`src/rtl/piso_serializer_if.sv`:
```
// Word handshake between a parallel source and the serializer.
// Source drives data/valid, serializer returns ready.
interface piso_serializer_if #(
  parameter int MSB = 8
);
  logic [MSB-1:0] data;
  logic           valid;
  logic           ready;

  modport master (
    output data,
    output valid,
    input  ready
  );

  modport slave (
    input  data,
    input  valid,
    output ready
  );
endinterface

```
`src/rtl/piso_serializer.sv`:
```
// Parallel-in serial-out shifter, MSB- or LSB-first per frame.
// Back-to-back frames reload on the last bit with no idle gap.
module piso_serializer #(
  parameter int   MSB        = 8,
  parameter logic IDLE_LEVEL = 1'b0
) (
  input  logic               clk_i,
  input  logic               rstn_i,
  input  logic               en_i,
  input  logic               dir_i,
  piso_serializer_if.slave   s,
  output logic               data_o,
  output logic               busy_o,
  output logic               done_o
);

  localparam int CW = $clog2(MSB);

  localparam logic [0:0] IDLE  = 1'b0;
  localparam logic [0:0] SHIFT = 1'b1;

  logic [0:0]     state;
  logic [MSB-1:0] shreg;
  logic [CW-1:0]  cnt;
  logic           dir_q;
  logic           done_q;
  logic           last;
  logic           accept;

  assign last    = (state == SHIFT) && (cnt == '0);
  assign s.ready = (state == IDLE) || (last && en_i);
  assign accept  = s.valid && s.ready;

  assign busy_o = (state == SHIFT);
  assign done_o = done_q;

  // Serial bit comes straight off the active end of the shifter
  always_comb begin
    data_o = IDLE_LEVEL;
    if (state == SHIFT) begin
      data_o = dir_q ? shreg[0] : shreg[MSB-1];
    end
  end

  // Load, shift and frame-end sequencing
  always_ff @(posedge clk_i or negedge rstn_i) begin
    if (!rstn_i) begin
      state  <= IDLE;
      shreg  <= '0;
      cnt    <= '0;
      dir_q  <= 1'b0;
      done_q <= 1'b0;
    end else begin
      done_q <= 1'b0;
      if (accept) begin
        shreg <= s.data;
        dir_q <= dir_i;
        cnt   <= CW'(MSB - 1);
        state <= SHIFT;
        if (state == SHIFT) begin
          done_q <= 1'b1;
        end
      end else if (state == SHIFT && en_i) begin
        if (cnt != '0) begin
          cnt <= cnt - 1'b1;
          if (dir_q) begin
            shreg <= {1'b0, shreg[MSB-1:1]};
          end else begin
            shreg <= {shreg[MSB-2:0], 1'b0};
          end
        end else begin
          state  <= IDLE;
          done_q <= 1'b1;
        end
      end
    end
  end

endmodule
```
`src/flat_wrapper.sv`:
```
// flat-port wrapper written by rule: the top's interface ports become plain ports
module piso_serializer_flat 
#(
  parameter int   MSB        = 8,
  parameter logic IDLE_LEVEL = 1'b0
)
  (clk_i, rstn_i, en_i, dir_i, data_o, busy_o, done_o, s_data, s_valid, s_ready);
  piso_serializer_if #(.MSB(MSB)) s_i ();
  input  logic clk_i;
  input  logic rstn_i;
  input  logic en_i;
  input  logic dir_i;
  output logic data_o;
  output logic busy_o;
  output logic done_o;
  input wire logic [$bits(s_i.data)-1:0] s_data;
  input wire logic [$bits(s_i.valid)-1:0] s_valid;
  output wire logic [$bits(s_i.ready)-1:0] s_ready;
  assign s_i.data = s_data;
  assign s_i.valid = s_valid;
  assign s_ready = s_i.ready;
  piso_serializer #(.MSB(MSB), .IDLE_LEVEL(IDLE_LEVEL)) u_core (.clk_i(clk_i), .rstn_i(rstn_i), .en_i(en_i), .dir_i(dir_i), .s(s_i), .data_o(data_o), .busy_o(busy_o), .done_o(done_o));
endmodule
```
`config.mk`:
```
export PLATFORM = sky130hd
export DESIGN_NAME = piso_serializer_flat
export DESIGN_NICKNAME = d
export VERILOG_FILES = /design/src/rtl/piso_serializer_if.sv /design/src/rtl/piso_serializer.sv /design/src/flat_wrapper.sv
export SDC_FILE = /design/constraint.sdc
export NUM_CORES = 1
export LEC_CHECK = 0
export ABC_AREA = 1
export CAP_MARGIN = 20
export CORE_MARGIN = 5
export CORE_UTILIZATION = 50
export DETAILED_ROUTE_END_ITERATION = 12
export DONT_BUFFER_PORTS = 1
export GPL_TIMING_DRIVEN = 0
export PLACE_DENSITY_LB_ADDON = 0.15
export SETUP_SLACK_MARGIN = 0.5
export SLEW_MARGIN = 20
export SYNTH_ARGS = -nofsm -noshare
export SYNTH_HDL_FRONTEND = slang
export SYNTH_SLANG_ARGS = --single-unit
```
`constraint.sdc`:
```
create_clock -name clk_i -period 3.4 [get_ports clk_i]
set_clock_uncertainty 0.05 [all_clocks]
set_input_delay 0.68 -clock clk_i [delete_from_list [all_inputs] [get_ports clk_i]]
set_output_delay 0.68 -clock clk_i [all_outputs]
set_load 0.005 [all_outputs]
```
==> metrics, run 1 <==
Hold Buf Count CTS 0; TritonRoute pass-1 iters 4; Slew Limit Fails 0; xor and xnor fraction of the mapped netlist area 0.0103; port bufs 0; die area 2630 µm²; Worst slew margin 0.806; DR vias just under 800; commonest non-fill, non-tap cell in the layout nand2_1; DRC Markers 0; die width just over 50 µm; Reg2Reg Launch Point u_core.cnt[0]; slowest CP cell dfrtp_1; total track usage 0.162; WL final around 1800 µm; Clk pwr share 0.162; n_diodes 0; synthesized area roughly 850 µm²; Final Power roughly 760 µW; Crit Path Category reg -> out; Detailed Route Iter0 Violations 22; FF-to-FF path depth 8; # rows 15; Num CTS Buffers 3; arrival time worst endpoint 1.30 ns; Min Hold Slack between 0.02 and 0.025 ns; total congestion overflow 0; Placeable Area between 1500 and 2000 µm²; syn avg cell area around 7 µm²; TritonCTS Sinks 14; slowest stage delay, CP ~0.37 ns; Util after Layout 0.544; crit path buf inv count 2; max_cap viols 0; Gate Count Post-Synth around 120; simple logic cell fraction of the synthesized area 0.349; Req. time, crit path between 2 and 3 ns; fmax 0.492 GHz; sw frac 0.419; Hold Crit Class in -> async; first-pass GRT wire length 3220 µm; clk buf depth 2; placed inst area between 800 and 900 µm²; Syn Nets approximately 130; finished layout cell area about 910 µm²; Least-Margin Pin Slew roughly 0.29 ns; Sequential Power Share 0.374; PwrDens 835 nW/µm²; largest family of logic cells by synthesized area simple AND/OR/NAND/NOR gates; post-synthesis mux area share 0; Die H 51.3 µm; commonest non-fill, non-tap cells in the layout nand2_1, inv_1, dfrtp_1; Comb power frac 0.463; CP cell instances buf_2 -> inv_1 -> o21ai_0 -> a21oi_1; vias in the first global route 719; # resized after CTS 0; Worst Setup End Kind output port; Int Power 441 µW; count of final hold-check violations 0; Post-Synth Adder-Cell Area 0.0294; clock-pin transition on the worst setup and hold timing paths 0.09 ns; num ports 17; antenna violations before repair 0; final setup fails 0; Seq/Total Area, Yosys 0.412; gpl congestion 0.790; crit-path max FO 10; RSZ-0062 raised after global routing false; post-CTS setup buffers 0; Final min period 2.03 ns; status finished, final reports clean; Worst-Skew Late Latency between 0.2 and 0.3 ns; htree depth 1; number of library cell types mapped by synthesis 19; number of synthesis warnings 0; proportion of layout cells with a drive suffix above 1 0.106; crit start category register; HPWL reported at the end of detailed placement 1290 µm; FF-to-FF End u_core.cnt[2]; pin count of the biggest net entering global routing 15; Synth Area in Compound Gates 0.0765; Net Switching 318 µW; root buf cell clkbuf_4; filler instances 160; R2R setup slack roughly 2.0 ns; P&R area growth vs syn 6.76%; Initial Utilization 0.509; critical path's top delay family flip-flops; Avg WL per Cell 13.0 µm; Tcrit/Tclk final 0.598; Pleak 0.000512 µW; Vias/cell ~5.5; post-route setup TNS 0 ns; Max IR drop VDD roughly 0.43 mV; nets roughly 140; CTS tree done; flops & latches, synth 14; Routed Antenna Nets 0
layer usage:
metal  track usage  vias up  part of all wire
met3        0.0321        5             0.046
li1              -      387                 -
met1         0.210      361              0.46
met4        0.0655        0             0.020
met2         0.262       17              0.48
met5             0        -                 0
registers in the layout, indices dropped and copies added, names as in the netlist:
register,flops
u_core.dir_q,1
u_core.shreg,8
u_core.done_o,1
u_core.busy_o,1
u_core.cnt,3
final cells by class:
type                    count  area [µm²]  share of cell area
multi-input cells          82         395               0.435
clock buffers               4        36.3              0.0399
plain buffers               5        37.5              0.0413
inverters                  18        67.6              0.0744
well taps                  17        21.3              0.0234
flip-flops and latches     14         350               0.386
worst register-to-register path, stage by stage (launching register included):
cell and delay [ns]:
dfrtp_1 0.38, inv_1 0.09, ha_1 0.17, nand2_1 0.09
nand2_1 0.12, nand3_2 0.19, nand2_1 0.11, nand2_1 0.05
o21ai_0 0.07
per-stage QoR:
stage                     std cells  setup slack [ns]
after detailed placement        136              1.67
after CTS                       140              1.36
after global routing            140              1.28
after floorplan                 119              1.76
final                           140              1.37
after global placement          136              1.70
power by group through the flow:
stage	registers (µW)	clock network [µW]	logic (µW)
global route	294	134	414
CTS	284	125	354
floorplan	274	0	293
detailed placement	287	0	350
finish	284	123	351
global placement	285	0	344
synth_stat cells (all sizes together):
cell type	number	area [µm²]
a21oi	3	15.0
nor2	3	11.3
ha	2	25.0
clkinv	1	3.75
or2	1	6.26
nand3b	1	7.51
nand2	43	166
nand3	10	55.1
inv	17	63.8
nand4	8	50.1
o21ai	10	50.1
dfrtp	14	350
buf	5	37.5
xnor2	1	8.76
cells by family (layout without fill, tap and decap cells):
family | Yosys count | count (layout)
AND/OR/NAND/NOR | 66 | 66
adder cells (fa/ha/maj) | 2 | 2
XOR/XNOR | 1 | 1
flip-flops | 14 | 14
buffers and inverters | 23 | 27
AO/OA/AOI/OAI | 13 | 13
how the worst max path moves through the flow:
stage               endpoint  slack (ns)          from  cells past startpoint
finish                data_o        1.37  u_core.dir_q                      4
global placement      data_o        1.70  u_core.dir_q                      4
global route          data_o        1.28  u_core.dir_q                      4
floorplan            s_ready        1.76          en_i                      2
CTS                   data_o        1.36  u_core.dir_q                      4
detailed placement    data_o        1.67  u_core.dir_q                      4
Power figures use the tool's default switching activity.
==> run 2, diff against run 1 <==
Clock period 3.4 ns to 2.05 ns, I/O delays scaled along.
==> metrics, run 2 (synthesized netlist as in run 1, its figures left out) <==
status finished, final reports clean (unchanged); Final min period between 1.5 and 2 ns; clk buf depth 2 (unchanged); total congestion overflow 0 (unchanged); CTS tree done (unchanged); n_diodes 0 (unchanged); Worst Setup End Kind output port (unchanged); RSZ-0062 raised after global routing true (was false); Util after Layout 0.619 (was 0.544); Max IR drop VDD 0.769 mV (was 0.430 mV); pin count of the biggest net entering global routing 15 (unchanged); die area 2630 µm² (unchanged); max reg flops 8 (unchanged); max_cap viols 0 (unchanged); commonest non-fill, non-tap cells in the layout nand2_1, inv_1, dfrtp_1 (unchanged); Biggest register u_core.shreg (unchanged); final setup fails 0 (unchanged); Num CTS Buffers 3 (unchanged); hold path depth 2; Initial Utilization 0.509 (unchanged); gpl congestion 0.790 (unchanged); commonest non-fill, non-tap cell in the layout nand2_1 (unchanged); Pleak 0.000560 µW (was 0.000512 µW); crit start category register (unchanged); DR vias 800 (was 770); Placeable Area 1670 µm² (unchanged); Least-Margin Pin Slew 0.665 ns (was 0.289 ns); port bufs 0 (unchanged); fmax roughly 0.63 GHz; Setup WS post-layout 0.470 ns (was 1.37 ns); R2R setup slack 0.59 ns (was 2.00 ns); proportion of layout cells with a drive suffix above 1 0.229 (was 0.106); Tcrit/Tclk final 0.771; Die H 51.3 µm (unchanged); Placed Cells 136 (unchanged); crit path from u_core.cnt[0] (was u_core.dir_q); Worst-Skew Late Latency 0.29 ns (about the same); Routed Antenna Nets 0 (unchanged); num ports 17 (unchanged); PwrDens 1430 nW/µm² (was 835 nW/µm²); Detailed Route Iter0 Violations 15 (was 22); Crit Path Category reg -> out (unchanged); Vias/cell 5.41 (was 5.50); root buf cell clkbuf_4 (unchanged); CP endpoint s_ready (was data_o); vias in the first global route 769 (was 719); FF-to-FF path depth 9 (was 8); non-filler instance count after layout 148 (was 140); die width 51.3 µm (unchanged); count of final hold-check violations 0 (unchanged); Avg WL per Cell 13.8 µm (was 13.0 µm); Req. time, crit path 1.59 ns (was 2.67 ns); antenna violations before repair 0 (unchanged); Reg2Reg Launch Point u_core.cnt[0] (unchanged); # rows 15 (unchanged); arrival time worst endpoint 1.12 ns (was 1.30 ns); crit-path max FO 3 (was 10); first-pass GRT wire length 3440 µm (was 3220 µm); htree depth 1 (unchanged); placed inst area 872 µm² (unchanged); Hold Crit Class in -> reg (was in -> async); WL final 2050 µm (was 1820 µm); post-route setup TNS 0 ns (unchanged); Worst slew margin 0.555 (was 0.806); total track usage 0.173 (was 0.162); largest registers u_core.shreg (8), u_core.cnt (3) (unchanged); TritonCTS Sinks 14 (unchanged); DRC Markers 0 (unchanged); clock-pin transition on the worst setup and hold timing paths 0.08 ns (was 0.09 ns); TritonRoute pass-1 iters 4 (unchanged); Place WS 0.594 ns (was 1.67 ns); HPWL reported at the end of detailed placement 1290 µm (unchanged); P&R area growth vs syn 21.6% (was 6.76%); finished layout cell area 1030 µm² (was 908 µm²); Slew Limit Fails 0 (unchanged); FF-to-FF End u_core.shreg[3] (was u_core.cnt[2]); nets 147 (was 139)
==> run 2: through the flow <==
stage                     power [µW]  hold WS [ns]
after floorplan                  939        0.0644
after global placement          1040        0.0648
after detailed placement        1060        0.0648
after CTS                       1400         0.197
after global routing            1630         0.193
final                           1480         0.199
==> run 2: how the worst min path moves through the flow <==
stage / slack [ns] / from / end
6_report: 0.20 / en_i / u_core.done_o
5_1_grt: 0.19 / dir_i / u_core.dir_q
4_1_cts: 0.20 / en_i / u_core.done_o
3_5_place_dp: 0.06 / rstn_i / u_core.done_o
3_3_place_gp: 0.06 / rstn_i / u_core.done_o
2_1_floorplan: 0.06 / rstn_i / u_core.busy_o
==> run 2: critical path: stages, from the launching register on <==
cell and delay, ns:
dfrtp_1 0.40, inv_2 0.08, ha_4 0.14, nand2_4 0.06
o21ai_4 0.16
==> run 2: power breakdown <==
part | internal [µW] | leakage, µW | switching [µW] | total [µW]
Sequential | 397 | 0.000170 | 87.2 | 484
Combinational | 356 | 0.000369 | 439 | 795
Clock | 108 | 0.0000210 | 95.7 | 204
Total | 861 | 0.000560 | 622 | 1480
==> run 2: timing repair <==
item                       in CTS  in global routing
gates cloned                    0                  1
pin swaps                       3                  2
buffers inserted                4                  2
hold buffers                    1                  0
setup endpoints to repair       2                 11
hold endpoints to repair       14                  0
gates resized for setup        15                  6
==> run 2: metal layers <==
| metal | wire length [µm] | vias up | GRT usage |
|---|---|---|---|
| met5 | 0 | - | 0 |
| met1 | 912 | 375 | 0.226 |
| li1 | - | 401 | - |
| met3 | 105 | 5 | 0.0321 |
| met2 | 995 | 19 | 0.283 |
| met4 | 32 | 0 | 0.0655 |
==> run 2: cell type report <==
| type | instances | area, µm² |
|---|---|---|
| Buffer | 5 | 43.8 |
| Clock buffer | 4 | 36.3 |
| Fill cell | 152 | 636 |
| Inverter | 18 | 75.1 |
| Multi-Input combinational cell | 82 | 444 |
| Sequential cell | 14 | 352 |
| Tap cell | 17 | 21.3 |
| Timing Repair Buffer | 8 | 62.6 |
==> run 3, diff against run 2 <==
Clock period 2.05 ns to 1.4 ns, I/O delays scaled along.
==> metrics, run 3 (synthesized netlist as in run 1, its figures left out) <==
max reg flops 8 (unchanged); filler instances 126 (was 152); first-pass GRT wire length 3740 µm (was 3440 µm); Num CTS Buffers 3 (unchanged); # rows 15 (unchanged); Worst slew margin 0.546 (was 0.555); DRC Markers 0 (unchanged); pin count of the biggest net entering global routing 15 (unchanged); Reg2Reg Launch Point u_core.cnt[0] (unchanged); crit path from u_core.cnt[0] (unchanged); WL final 2170 µm (was 2050 µm); Metal-1 WL 965 µm (was 912 µm); vias in the first global route 808 (was 769); Comb power frac 0.574 (was 0.536); Max IR drop VDD 1.02 mV (was 0.769 mV); CTS tree done (unchanged); Setup WS post-layout -0.0524 ns (was 0.470 ns); failing checks negative setup slack; Tcrit/Tclk final 1.04; routed wire length on met3 119 µm (was 105 µm); Slew Limit Fails 0 (unchanged); Clk pwr share 0.127 (was 0.137); largest registers u_core.shreg (8), u_core.cnt (3) (unchanged); P&R area growth vs syn 33.5% (was 21.6%); CP cell instances inv_2 -> ha_4 -> nand2_4 -> o21ai_4 (unchanged); DR top layer met4 (unchanged); die width 51.3 µm (unchanged); TritonCTS Sinks 14 (unchanged); Sequential Power Share 0.298 (was 0.327); Routed Antenna Nets 0 (unchanged); proportion of layout cells with a drive suffix above 1 0.306 (was 0.229); htree depth 1 (unchanged); gpl congestion 0.781 (was 0.790); nets 150 (was 147); Avg WL per Cell 14.4 µm (was 13.8 µm); post-route setup TNS -0.0799 ns (was 0 ns); slowest CP cell dfrtp_1 (unchanged); DR vias 863 (was 800); clk buf depth 2 (unchanged); count of final hold-check violations 0 (unchanged); Pleak 0.000590 µW (was 0.000560 µW); Crit Path Category reg -> out (unchanged); n_diodes 0 (unchanged); Biggest register u_core.shreg (unchanged); Util after Layout 0.680 (was 0.619); arrival time worst endpoint 1.12 ns (about the same); Hold Crit Class in -> async (was in -> reg); Placeable Area 1670 µm² (unchanged); total track usage 0.191 (was 0.173); slowest stage delay, CP 0.40 ns (about the same); placed inst area 920 µm² (was 872 µm²); die area 2630 µm² (unchanged); Die H 51.3 µm (unchanged); RSZ-0062 raised after global routing true (unchanged); Seq. cell area 352 µm² (unchanged); clock-pin transition on the worst setup and hold timing paths 0.10 ns (was 0.08 ns); commonest non-fill, non-tap cell in the layout nand2_1 (unchanged); Req. time, crit path 1.07 ns (was 1.59 ns); fmax around 0.69 GHz; status complete, but fails checks (was finished, final reports clean); crit-path max FO 3 (unchanged); Vias/cell 5.72 (was 5.41); num ports 17 (unchanged); port bufs 0 (unchanged); total congestion overflow 0 (unchanged); Net Switching 1030 µW (was 622 µW); antenna violations before repair 0 (unchanged); Place WS 0.140 ns (was 0.594 ns); final setup fails 2 (was 0); Initial Utilization 0.509 (unchanged); Final min period ~1.5 ns; HPWL reported at the end of detailed placement 1300 µm (was 1290 µm); Detailed Route Iter0 Violations 24 (was 15); Worst Setup End Kind output port (unchanged); TritonRoute pass-1 iters 4 (unchanged); finished layout cell area 1140 µm² (was 1030 µm²); root buf cell clkbuf_4 (unchanged); sw frac 0.426 (was 0.419); crit start category register (unchanged); met2 WL 1070 µm (was 995 µm); PwrDens 2120 nW/µm² (was 1430 nW/µm²); commonest non-fill, non-tap cells in the layout nand2_1, inv_1, dfrtp_1 (unchanged); max_cap viols 0 (unchanged); area of the multi-input gates 513 µm² (was 444 µm²); Worst-Skew Late Latency 0.28 ns (was 0.29 ns); Int Power 1380 µW (was 861 µW); Least-Margin Pin Slew 0.681 ns (was 0.665 ns)
-- run 3: cell types whose count changed in the layout (fill, tap and decap cells not counted), moves of 2 or more --
| cell | before | now |
|---|---|---|
| a21oi_1 | 2 | 0 |
| buf_6 | 3 | 7 |
| nand2_1 | 39 | 36 |
| nor2_1 | 3 | 1 |
-- run 3: layout make-up --
class,count,share of cell area
plain buffers,5,0.0407
clock buffers,4,0.0319
inverters,18,0.0639
multi-input cells,83,0.452
flip-flops and latches,14,0.309
well taps,17,0.0187
repair buffers,10,0.0837
-- run 3: worst paths after layout --
path | endpoint | slack [ns] | cells after the start
hold / removal | u_core.done_o | 0.04 | 1
hold reg to reg | u_core.shreg[3] | 0.44 | 2
setup reg to reg | u_core.shreg[3] | 0.02 | 9
setup / recovery | s_ready | -0.05 | 4
min in group clk_i | u_core.done_o | 0.07 | 2
max in group asynchronous | u_core.busy_o | 0.79 | 1
-- run 3: routing by layer --
layer  global-route usage  up-vias
met5                    0        -
met4               0.0699        0
met3               0.0292        4
met2                0.305       31
met1                0.261      414
li1                     -      414
-- run 3: per-stage QoR --
stage                     instances  hold WS [ns]  total power, µW
after global placement          136       -0.0652             1650
after detailed placement        136       -0.0652             1670
after global routing            151        0.0627             2640
final                           151        0.0392             2410
after floorplan                 119       -0.0656             1490
after CTS                       149        0.0623             2240
-- run 3: power groups by stage --
stage	Clock, µW	Sequential, µW	Combinational (µW)
2_1_floorplan	0	677	818
3_3_place_gp	0	706	944
3_5_place_dp	0	707	964
4_1_cts	309	706	1220
5_1_grt	332	736	1570
6_report	306	718	1380
-- run 3: worst max-delay path, delay by kind of cell, from the launching register on --
family,cells,cell delay (ns)
AND/OR/NAND/NOR,1,0.06
adder cells (fa/ha/maj),1,0.14
AO/OA/AOI/OAI,1,0.17
flip-flops,1,0.40
buffers and inverters,1,0.08
-- run 3: timing repair --
item                       4_1_cts  5_1_grt
setup endpoints to repair       17       32
gates cloned                     2        0
hold buffers                     1        0
gates resized for setup         11       14
hold endpoints to repair        14        0
pin swaps                        2        5
buffers inserted                 6        2
